File: config.mk
export PLATFORM = sky130hd
export DESIGN_NAME = regfile_wr_arbiter
export DESIGN_NICKNAME = d
export VERILOG_FILES = /design/src/rtl/regarb_pkg.sv /design/src/rtl/regarb_scoreboard.sv /design/src/rtl/regfile_wr_arbiter.sv
export SDC_FILE = /design/constraint.sdc
export NUM_CORES = 1
export LEC_CHECK = 0
export ABC_AREA = 1
export BUFFER_PORTS_ARGS = -buffer_cell sky130_fd_sc_hd__buf_4
export CAP_MARGIN = 20
export CORE_MARGIN = 4
export CORE_UTILIZATION = 38
export CTS_CLUSTER_DIAMETER = 80
export DETAILED_ROUTE_END_ITERATION = 8
export MAX_ROUTING_LAYER = met4
export PLACE_DENSITY = 0.74
export SKIP_LAST_GASP = 1
export SLEW_MARGIN = 15
export SYNTH_ARGS = -nofsm -noshare
export SYNTH_HDL_FRONTEND = slang
export SYNTH_SLANG_ARGS = --single-unit
File: constraint.sdc
create_clock -name clk_i -period 1.15 [get_ports clk_i]
set_input_delay 0.23 -clock clk_i [delete_from_list [all_inputs] [get_ports clk_i]]
set_output_delay 0.23 -clock clk_i [all_outputs]
set_load 0.02 [all_outputs]
File: src/rtl/regarb_pkg.sv
// rtl/regarb_pkg.sv - shared widths and FSM state type for the register-file write arbiter
package regarb_pkg;

    localparam int REG_ADDR_W = 5;
    localparam int REG_DATA_W = 32;
    localparam int PEND_W     = 1 << REG_ADDR_W;
    localparam int CNT_W      = 4;

    typedef enum logic {
        ST_NORMAL  = 1'b0,
        ST_FORCE_B = 1'b1
    } arb_state_e;

endpackage

File: src/rtl/regarb_scoreboard.sv
// rtl/regarb_scoreboard.sv - per-register pending-write mask for requester B destinations
//
// Ports:
//   clk_i, rst_n_i      clock, asynchronous active-low reset
//   set_en, set_addr    reserve a destination (address 0 never becomes pending)
//   clr_en, clr_addr    release a destination when its B write completes
//   pend                one bit per architectural register
module regarb_scoreboard
    import regarb_pkg::*;
(
    input  logic                  clk_i,
    input  logic                  rst_n_i,
    input  logic                  set_en,
    input  logic [REG_ADDR_W-1:0] set_addr,
    input  logic                  clr_en,
    input  logic [REG_ADDR_W-1:0] clr_addr,
    output logic [PEND_W-1:0]     pend
);

    logic [PEND_W-1:0] set_mask;
    logic [PEND_W-1:0] clr_mask;

    always_comb begin
        set_mask = '0;
        clr_mask = '0;
        if (set_en && (set_addr != '0)) begin
            set_mask = PEND_W'(1) << set_addr;
        end
        if (clr_en) begin
            clr_mask = PEND_W'(1) << clr_addr;
        end
    end

    // Set is applied after clear so a same-cycle reissue keeps the bit pending.
    always_ff @(posedge clk_i or negedge rst_n_i) begin
        if (!rst_n_i) begin
            pend <= '0;
        end else begin
            pend <= (pend & ~clr_mask) | set_mask;
        end
    end

endmodule

File: src/rtl/regfile_wr_arbiter.sv
// rtl/regfile_wr_arbiter.sv - two-requester arbiter for the single register-file write port
//
// Ports:
//   clk_i, rst_n_i                        clock, asynchronous active-low reset
//   a_valid_i/a_ready_o/a_addr_i/a_data_i pipeline writeback requester (priority)
//   b_valid_i/b_ready_o/b_addr_i/b_data_i multi-cycle unit requester (anti-starvation)
//   RegWrite_o/RDaddr_o/RDdata_o          registered register-file write port
//   claim_i/claim_addr_i                  issue-time reservation of a B destination
//   pend_o                                per-register pending-write mask
// Build option: REGARB_SCOREBOARD_EN enables the pending mask; otherwise pend_o is 0.
module regfile_wr_arbiter
    import regarb_pkg::*;
#(
    parameter int STARVE_LIMIT = 4
) (
    input  logic                  clk_i,
    input  logic                  rst_n_i,
    input  logic                  a_valid_i,
    output logic                  a_ready_o,
    input  logic [REG_ADDR_W-1:0] a_addr_i,
    input  logic [REG_DATA_W-1:0] a_data_i,
    input  logic                  b_valid_i,
    output logic                  b_ready_o,
    input  logic [REG_ADDR_W-1:0] b_addr_i,
    input  logic [REG_DATA_W-1:0] b_data_i,
    output logic                  RegWrite_o,
    output logic [REG_ADDR_W-1:0] RDaddr_o,
    output logic [REG_DATA_W-1:0] RDdata_o,
    input  logic                  claim_i,
    input  logic [REG_ADDR_W-1:0] claim_addr_i,
    output logic [PEND_W-1:0]     pend_o
);

    localparam logic [CNT_W-1:0] LIMIT   = CNT_W'(STARVE_LIMIT);
    localparam logic [CNT_W-1:0] CNT_MAX = '1;

    arb_state_e       state;
    arb_state_e       state_nxt;
    logic [CNT_W-1:0] wait_cnt;
    logic [CNT_W-1:0] wait_cnt_nxt;
    logic             a_xfer;
    logic             b_xfer;

    always_comb begin
        a_ready_o    = 1'b0;
        b_ready_o    = 1'b0;
        state_nxt    = ST_NORMAL;
        wait_cnt_nxt = wait_cnt;

        case (state)
            ST_NORMAL: begin
                a_ready_o = a_valid_i;
                b_ready_o = b_valid_i & ~a_valid_i;
            end
            ST_FORCE_B: begin
                b_ready_o = 1'b1;
            end
            default: begin
                a_ready_o = 1'b0;
                b_ready_o = 1'b0;
            end
        endcase

        // Handshakes must not be offered while reset is held.
        if (!rst_n_i) begin
            a_ready_o = 1'b0;
            b_ready_o = 1'b0;
        end

        a_xfer = a_valid_i & a_ready_o;
        b_xfer = b_valid_i & b_ready_o;

        if (!b_valid_i || b_xfer) begin
            wait_cnt_nxt = '0;
        end else if (wait_cnt != CNT_MAX) begin
            wait_cnt_nxt = wait_cnt + 1'b1;
        end

        // Force B on the edge where its wait count reaches the limit.
        if ((state == ST_NORMAL) && b_valid_i && !b_ready_o && (wait_cnt_nxt >= LIMIT)) begin
            state_nxt = ST_FORCE_B;
        end
    end

    always_ff @(posedge clk_i or negedge rst_n_i) begin
        if (!rst_n_i) begin
            state      <= ST_NORMAL;
            wait_cnt   <= '0;
            RegWrite_o <= 1'b0;
            RDaddr_o   <= '0;
            RDdata_o   <= '0;
        end else begin
            state    <= state_nxt;
            wait_cnt <= wait_cnt_nxt;
            // Writes to r0 are accepted and tracked on the bus but never strobed.
            if (a_xfer) begin
                RegWrite_o <= (a_addr_i != '0);
                RDaddr_o   <= a_addr_i;
                RDdata_o   <= a_data_i;
            end else if (b_xfer) begin
                RegWrite_o <= (b_addr_i != '0);
                RDaddr_o   <= b_addr_i;
                RDdata_o   <= b_data_i;
            end else begin
                RegWrite_o <= 1'b0;
            end
        end
    end

`ifdef REGARB_SCOREBOARD_EN
    regarb_scoreboard u_scoreboard (
        .clk_i    (clk_i),
        .rst_n_i  (rst_n_i),
        .set_en   (claim_i),
        .set_addr (claim_addr_i),
        .clr_en   (b_xfer),
        .clr_addr (b_addr_i),
        .pend     (pend_o)
    );
`else
    logic unused_claim;
    assign unused_claim = ^{claim_i, claim_addr_i};
    assign pend_o       = '0;
`endif

endmodule
==> out/results.txt, run 1 <==
H-tree levels - 2
Post-Synth XOR/XNOR Area - 0%
Synth Area in Compound Gates - 11.8%
Netlist cell types - 18
Remaining Overflow, GRT - 0
Max Buffers Root-to-Sink - 2
CP Data Arrival Time - 1560 ps
Port buffer count - 117
Worst IR Drop VDD - 0.627 mV
Detail Route Antenna Nets - 0
HPWL Detailed - 4.93 mm
Tcrit/Tclk final - 121%
RSZ-0062 raised after global routing - yes
Drt total wl - 7.48 mm
Synth area leader - dfrtp_1
Diodes inserted - 0
Final setup fails - 44
Synth area leaders - dfrtp_1 47%, nand2_1 14%, buf_4 11%
Flip-flop and latch count after synthesis - 43
Worst EP required - 1310 ps
Placed Area - 3180 sq um
Layout cells sized above 1 - 38.7%
Synth Area in Simple Gates - 23.3%
Highest clock rate - 717 MHz
Sequential-to-total area share from yosys stat - 46.9%
R2r startpoint - state
CTS tree - yes
Worst Skew - 10.3 ps
CTS Sinks - 43
Warnings, synthesis - 0
Routed length per instance - 15.0 um
Cell area power density - 1200 nW/um^2
Critical path type - reg2reg
Initial antenna violation count - 0
Tot GR Track Use - 19.3%
Worst Setup SP - state
Final slew viol count - 0
Crit start category - flip-flop
Combinational family with the most area after synthesis - simple AND/OR/NAND/NOR gates
Die Wd - 85.7 um
Status - finished with violations
GPL Wtd Cong - 0.796
Vias per Instance - 4.73
Clock-pin slew on the worst setup and hold paths - 80 ps
FP Rows - 28
R2R Setup Slk - -240 ps
Synthesis-to-finish area growth - 56.6%
Die height - 85.7 um
Post-Syn Instances - 287
Setup WS post-layout - -244 ps
Die area - 7340 sq um
Vias in the first global route - 2211
Worst-path fanout max - 10
Fin. Hold Viols - 0
Synth Cell Area - 2290 sq um
Fin area - 3590 sq um
Post-Syn Area per Cell - 7.99 sq um
Root Buffer Master - clkbuf_8
NumNets Final - 508
Initial core utilization - 39.0%
First-pass GRT wire length - 10.8 mm
Leakage - 1.84 nW
Final min period - 1390 ps
Top Ports - 156
Failing checks - negative setup slack
Max-Cap Viols - 0
Vias - 2361
Largest net degree at the start of global routing - 24
Drc violations - 0
Clk_lat worst skew - 290 ps
Type of the most critical hold path - in2async
Adder-Cell Fraction of Synth Area - 0.546%
Drt pass-1 iters - 5
Floorplan core area - 5890 sq um
Top-area cell type share of the netlist area - 46.9%
DR iter-0 viols - 102
Setup TNS - -8340 ps
Mux share of post-synthesis cell area - 0%
Total CTS buffers - 5
CP Capture Type - flip-flop
==> synth_stat cells <==
master	number
a21oi_1	4
inv_2	3
inv_1	9
buf_4	34
nand3_1	6
and3b_1	1
nand4_1	1
o21ai_0	2
conb_1	1
nor2_1	41
buf_2	10
dfrtp_1	43
or2_2	1
a31oi_1	37
ha_1	1
nand2_1	88
a21oi_2	1
buf_6	4
==> cells in the final DEF (no fill, tap or decap), types with 3 or more instances in the layout <==
cell type / instances
clkbuf_16: 3
buf_4: 128
a31oi_1: 37
nand3_1: 4
clkbuf_8: 5
inv_1: 7
buf_12: 5
a21oi_1: 3
nor2_1: 41
inv_2: 5
nand2_1: 86
buf_6: 5
conb_1: 32
dfrtp_1: 43
==> power breakdown <==
part / leakage (nW) / internal, mW / switching [mW]
clock network: 0.0422 / 0.427 / 0.491
registers: 0.494 / 1.71 / 0.117
logic: 1.30 / 0.741 / 0.831
total: 1.84 / 2.88 / 1.44
==> critical path, cell delays in order (launching register included) <==
cell and delay (ps):
dfrtp_1 400, inv_2 80, nand2_1 100, a21oi_4 150, buf_6 160, buf_6 130
clkbuf_16 150, a31oi_1 80
==> metal layers <==
| metal | vias to the layer above | GRT usage [%] | share of wire (%) |
|---|---|---|---|
| li1 | 1137 | - | - |
| met1 | 1104 | 22.2 | 38 |
| met2 | 109 | 34.3 | 54 |
| met3 | 11 | 2.50 | 6.8 |
| met4 | 0 | 6.91 | 1.6 |
| met5 | - | - | 0 |
==> cells by family (layout without fill, tap and decap cells) <==
| kind of cell | count (synthesis) | after routing |
|---|---|---|
| fa+ha+maj | 1 | 1 |
| buf+inv | 60 | 166 |
| flops | 43 | 43 |
| other cells | 1 | 32 |
| compound gates | 44 | 44 |
| simple gates | 138 | 138 |
==> timing repair <==
action                                 in CTS  in global routing
hold buffers                                1                  0
endpoints found under the hold margin      43                  0
setup endpoints to repair                  40                 45
resized for setup                          14                  6
setup buffers                              10                  1
cloned                                      3                  3
pin swaps                                   2                  3
==> stage by stage <==
stage	util [%]	total power, mW	worst slack, ps	hold WS [ps]	std cells
global placement	54.1	3.21	-89.4	247	473
floorplan	-	2.64	5.09	-65.6	318
global route	61.0	4.55	-274	201	499
finish	61.0	4.32	-244	196	499
CTS	59.2	4.28	-209	189	495
detailed placement	54.1	3.26	-141	250	473
==> area by class of cell <==
class / instances / area [sq um]
fill: 522 / 2290
timing repair buffer: 146 / 1310
sequential: 43 / 1080
multi-input combinational: 215 / 987
tap: 75 / 93.8
clock buffer: 7 / 76.3
inverter: 12 / 45.0
clock inverter: 1 / 5.00
==> state kept, by name (all words and copies together) (netlist names) <==
| signal | flops |
|---|---|
| RDaddr_o | 5 |
| RDdata_o | 32 |
| RegWrite_o | 1 |
| state | 1 |
| wait_cnt | 4 |
==> final timing paths <==
kind	to	cells after the start
max	RDdata_o[2]	7
min	state	3
max reg2reg	RDdata_o[2]	7
min reg2reg	state	1
max in group asynchronous	RDdata_o[9]	3
min in group clk_i	RDdata_o[24]	3
(Power assumes the default switching activity.)
==> run 2: changes to the inputs <==
==> constraint.sdc (replaced) <==
create_clock -name clk_i -period 1.15 [get_ports clk_i]
set_input_delay 0.115 -clock clk_i [delete_from_list [all_inputs] [get_ports clk_i]]
set_output_delay 0.115 -clock clk_i [all_outputs]
set_load 0.02 [all_outputs]
==> out/results.txt, run 2 (same netlist as run 1, synthesis figures left out) <==
Status - finished with violations
Failing checks - negative setup slack
Crit path max-delay cell type - dfrtp_1
Worst Setup SP - state
GR Util met1 - 20.0% (-2.3 points)
Crit start category - flip-flop
Sequential Area - 1080 sq um (unchanged)
Filler cell count - 535 (+2.5%)
Biggest regs - RDdata_o x32, RDaddr_o x5, wait_cnt x4
Drt pass-1 iters - 4 (-1)
Critical Path End - RDdata_o[8]
GR Layer Usage met2 - 31.8% (-2.5 points)
H-tree levels - 2 (unchanged)
Worst-path fanout max - 10 (unchanged)
DR iter-0 viols - 80 (-22%)
Worst Skew - 5.03 ps (-5.23 ps)
Detail Route Antenna Nets - 0 (unchanged)
Setup WS post-layout - -217 ps (+27.5 ps)
Tcrit/Tclk final - 119% (-2.4 points)
Fin. Hold Viols - 0 (unchanged)
R2r startpoint - state
Vias - 2327 (-1.4%)
Commonest cells after routing, fill and taps aside - 129 x buf_4, 84 x nand2_1, 43 x dfrtp_1, 41 x nor2_1, 37 x a31oi_1
Leakage - 1.80 nW (-2.2%)
Fin cells - 496 (-0.60%)
Post-Place Cells - 472 (-0.21%)
Worst Setup Slack post-DPL - -124 ps (+17.1 ps)
Met3 usage - 2.69% (+0.19 points)
Type of the most critical hold path - in2reg
Max-Cap Viols - 0 (unchanged)
GR peak layer - met2
Remaining Overflow, GRT - 0 (unchanged)
Root Buffer Master - clkbuf_8
Vias per Instance - 4.69 (-0.84%)
Vias in the first global route - 2191 (-0.90%)
Highest clock rate - 732 MHz (+2.0%)
Synthesis-to-finish area growth - 53.6%
Final setup fails - 40 (-9.1%)
Clk_lat worst skew - 290 ps (about the same)
Die height - 85.7 um (unchanged)
Critical path depth - 7 (unchanged)
Largest delay share family, worst path - flip-flops
GPL Wtd Cong - 0.858 (+7.9%)
Critical path type - reg2reg
Worst EP required - 1340 ps (+30 ps)
Cell area power density - 1210 nW/um^2 (+0.50%)
Top Ports - 156 (unchanged)
Final min period - 1370 ps (-27.5 ps)
RSZ-0062 raised after global routing - yes
HPWL Detailed - 4.83 mm (-2.0%)
Total CTS buffers - 5 (unchanged)
Final Util - 59.8% (-1.2 points)
Layout cells sized above 1 - 39.7% (+0.99 points)
FP Rows - 28 (unchanged)
Critical path, cell by cell - inv_2 -> nand2_2 -> a21oi_4 -> buf_6 -> clkbuf_16 -> nor2_1 -> a31oi_1
Tot GR Track Use - 17.7% (-1.6 points)
Number of buffer and inverter stages on the critical path - 3 (-1)
Floorplan core area - 5890 sq um (unchanged)
R2R Setup Slk - -220 ps (+30 ps)
CP Capture Type - flip-flop
Max stage delay on crit path - 400 ps (about the same)
Area of the multi-input gates - 1000 sq um (+1.5%)
Die area - 7340 sq um (unchanged)
CTS tree - yes
First-pass GRT wire length - 9.97 mm (-7.4%)
Max reg flops - 32 (unchanged)
CP Data Arrival Time - 1560 ps (about the same)
Port buffer count - 117 (unchanged)
Most flops, register - RDdata_o
Clock-pin slew on the worst setup and hold paths - 80 ps (about the same)
Die Wd - 85.7 um (unchanged)
Initial core utilization - 39.0% (unchanged)
NumNets Final - 505 (-0.59%)
Diodes inserted - 0 (unchanged)
Largest net degree at the start of global routing - 41 (+71%)
Reg-to-Reg End - RDdata_o[8]
Initial antenna violation count - 0 (unchanged)
Final slew viol count - 0 (unchanged)
Worst IR Drop VDD - 0.516 mV (-18%)
Placed Area - 3170 sq um (-0.24%)
Fin area - 3520 sq um (-1.9%)
FF-to-FF path depth - 7 (unchanged)
Most common cell after layout, fill and taps aside - buf_4
Routed length per instance - 14.2 um (-5.2%)
Drt total wl - 7.05 mm (-5.7%)
Max Buffers Root-to-Sink - 2 (unchanged)
CTS Sinks - 43 (unchanged)
Drc violations - 0 (unchanged)
[run 2: cell types whose count changed in the layout (fill, tap and decap cells not counted), moves of 2 or more]
cell,delta
clkinv_2,+2
buf_16,-2
nand2_1,-2
clkbuf_1,-2
o21ai_0,-2
[run 2: layout make-up]
| type | instances | area share, % |
|---|---|---|
| inverter | 12 | 1.35 |
| clock inverter | 3 | 0.426 |
| timing repair buffer | 143 | 34.6 |
| tap | 75 | 2.66 |
| clock buffer | 5 | 1.95 |
| sequential | 43 | 30.6 |
| multi-input combinational | 215 | 28.5 |
[run 2: per-stage QoR]
stage	TNS, ps	hold WS, ps	power, mW
final	-6160	69.4	4.26
after detailed placement	-3090	-62.5	3.25
after floorplan	0	-181	2.64
after global placement	-1540	-61.9	3.21
after CTS	-5550	75.8	4.22
after global routing	-8720	85.0	4.51
[run 2: how the worst min path moves through the flow]
stage / from / endpoint / slack, ps / depth (start not counted)
6_report: a_addr_i[4] / RegWrite_o / 70 / 3
5_1_grt: a_data_i[7] / RDdata_o[7] / 90 / 3
4_1_cts: b_data_i[27] / RDdata_o[27] / 80 / 3
3_5_place_dp: rst_n_i / wait_cnt[2] / -60 / 1
3_3_place_gp: rst_n_i / wait_cnt[2] / -60 / 1
2_1_floorplan: rst_n_i / RDaddr_o[0] / -180 / 0
[run 2: routing by layer]
metal  part of all wire (%)  vias up
li1                       -     1127
met1                     38     1101
met5                      0        -
met2                     53       91
met4                    1.2        0
met3                    7.3        8
[run 2: repair_timing]
action                                  CTS  global route
resized for setup                         7            13
hold buffers                              1             0
buffers inserted                          6             4
cloned                                    1             5
endpoints found under the setup margin   40            43
pin swaps                                 0             4
endpoints found under the hold margin    43             0
[run 2: worst reg2reg max path, stage by stage (launching register included)]
cell       delay [ps]
dfrtp_1           400
inv_2             100
nand2_2            70
a21oi_4           190
buf_6             140
clkbuf_16         150
nor2_1             40
a31oi_1           190
[run 2: power breakdown]
| group | internal [mW] | switching, mW | total, mW | leakage [nW] |
|---|---|---|---|---|
| combinational | 0.697 | 0.818 | 1.52 | 1.26 |
| clock | 0.416 | 0.501 | 0.917 | 0.0477 |
| sequential | 1.71 | 0.113 | 1.83 | 0.494 |
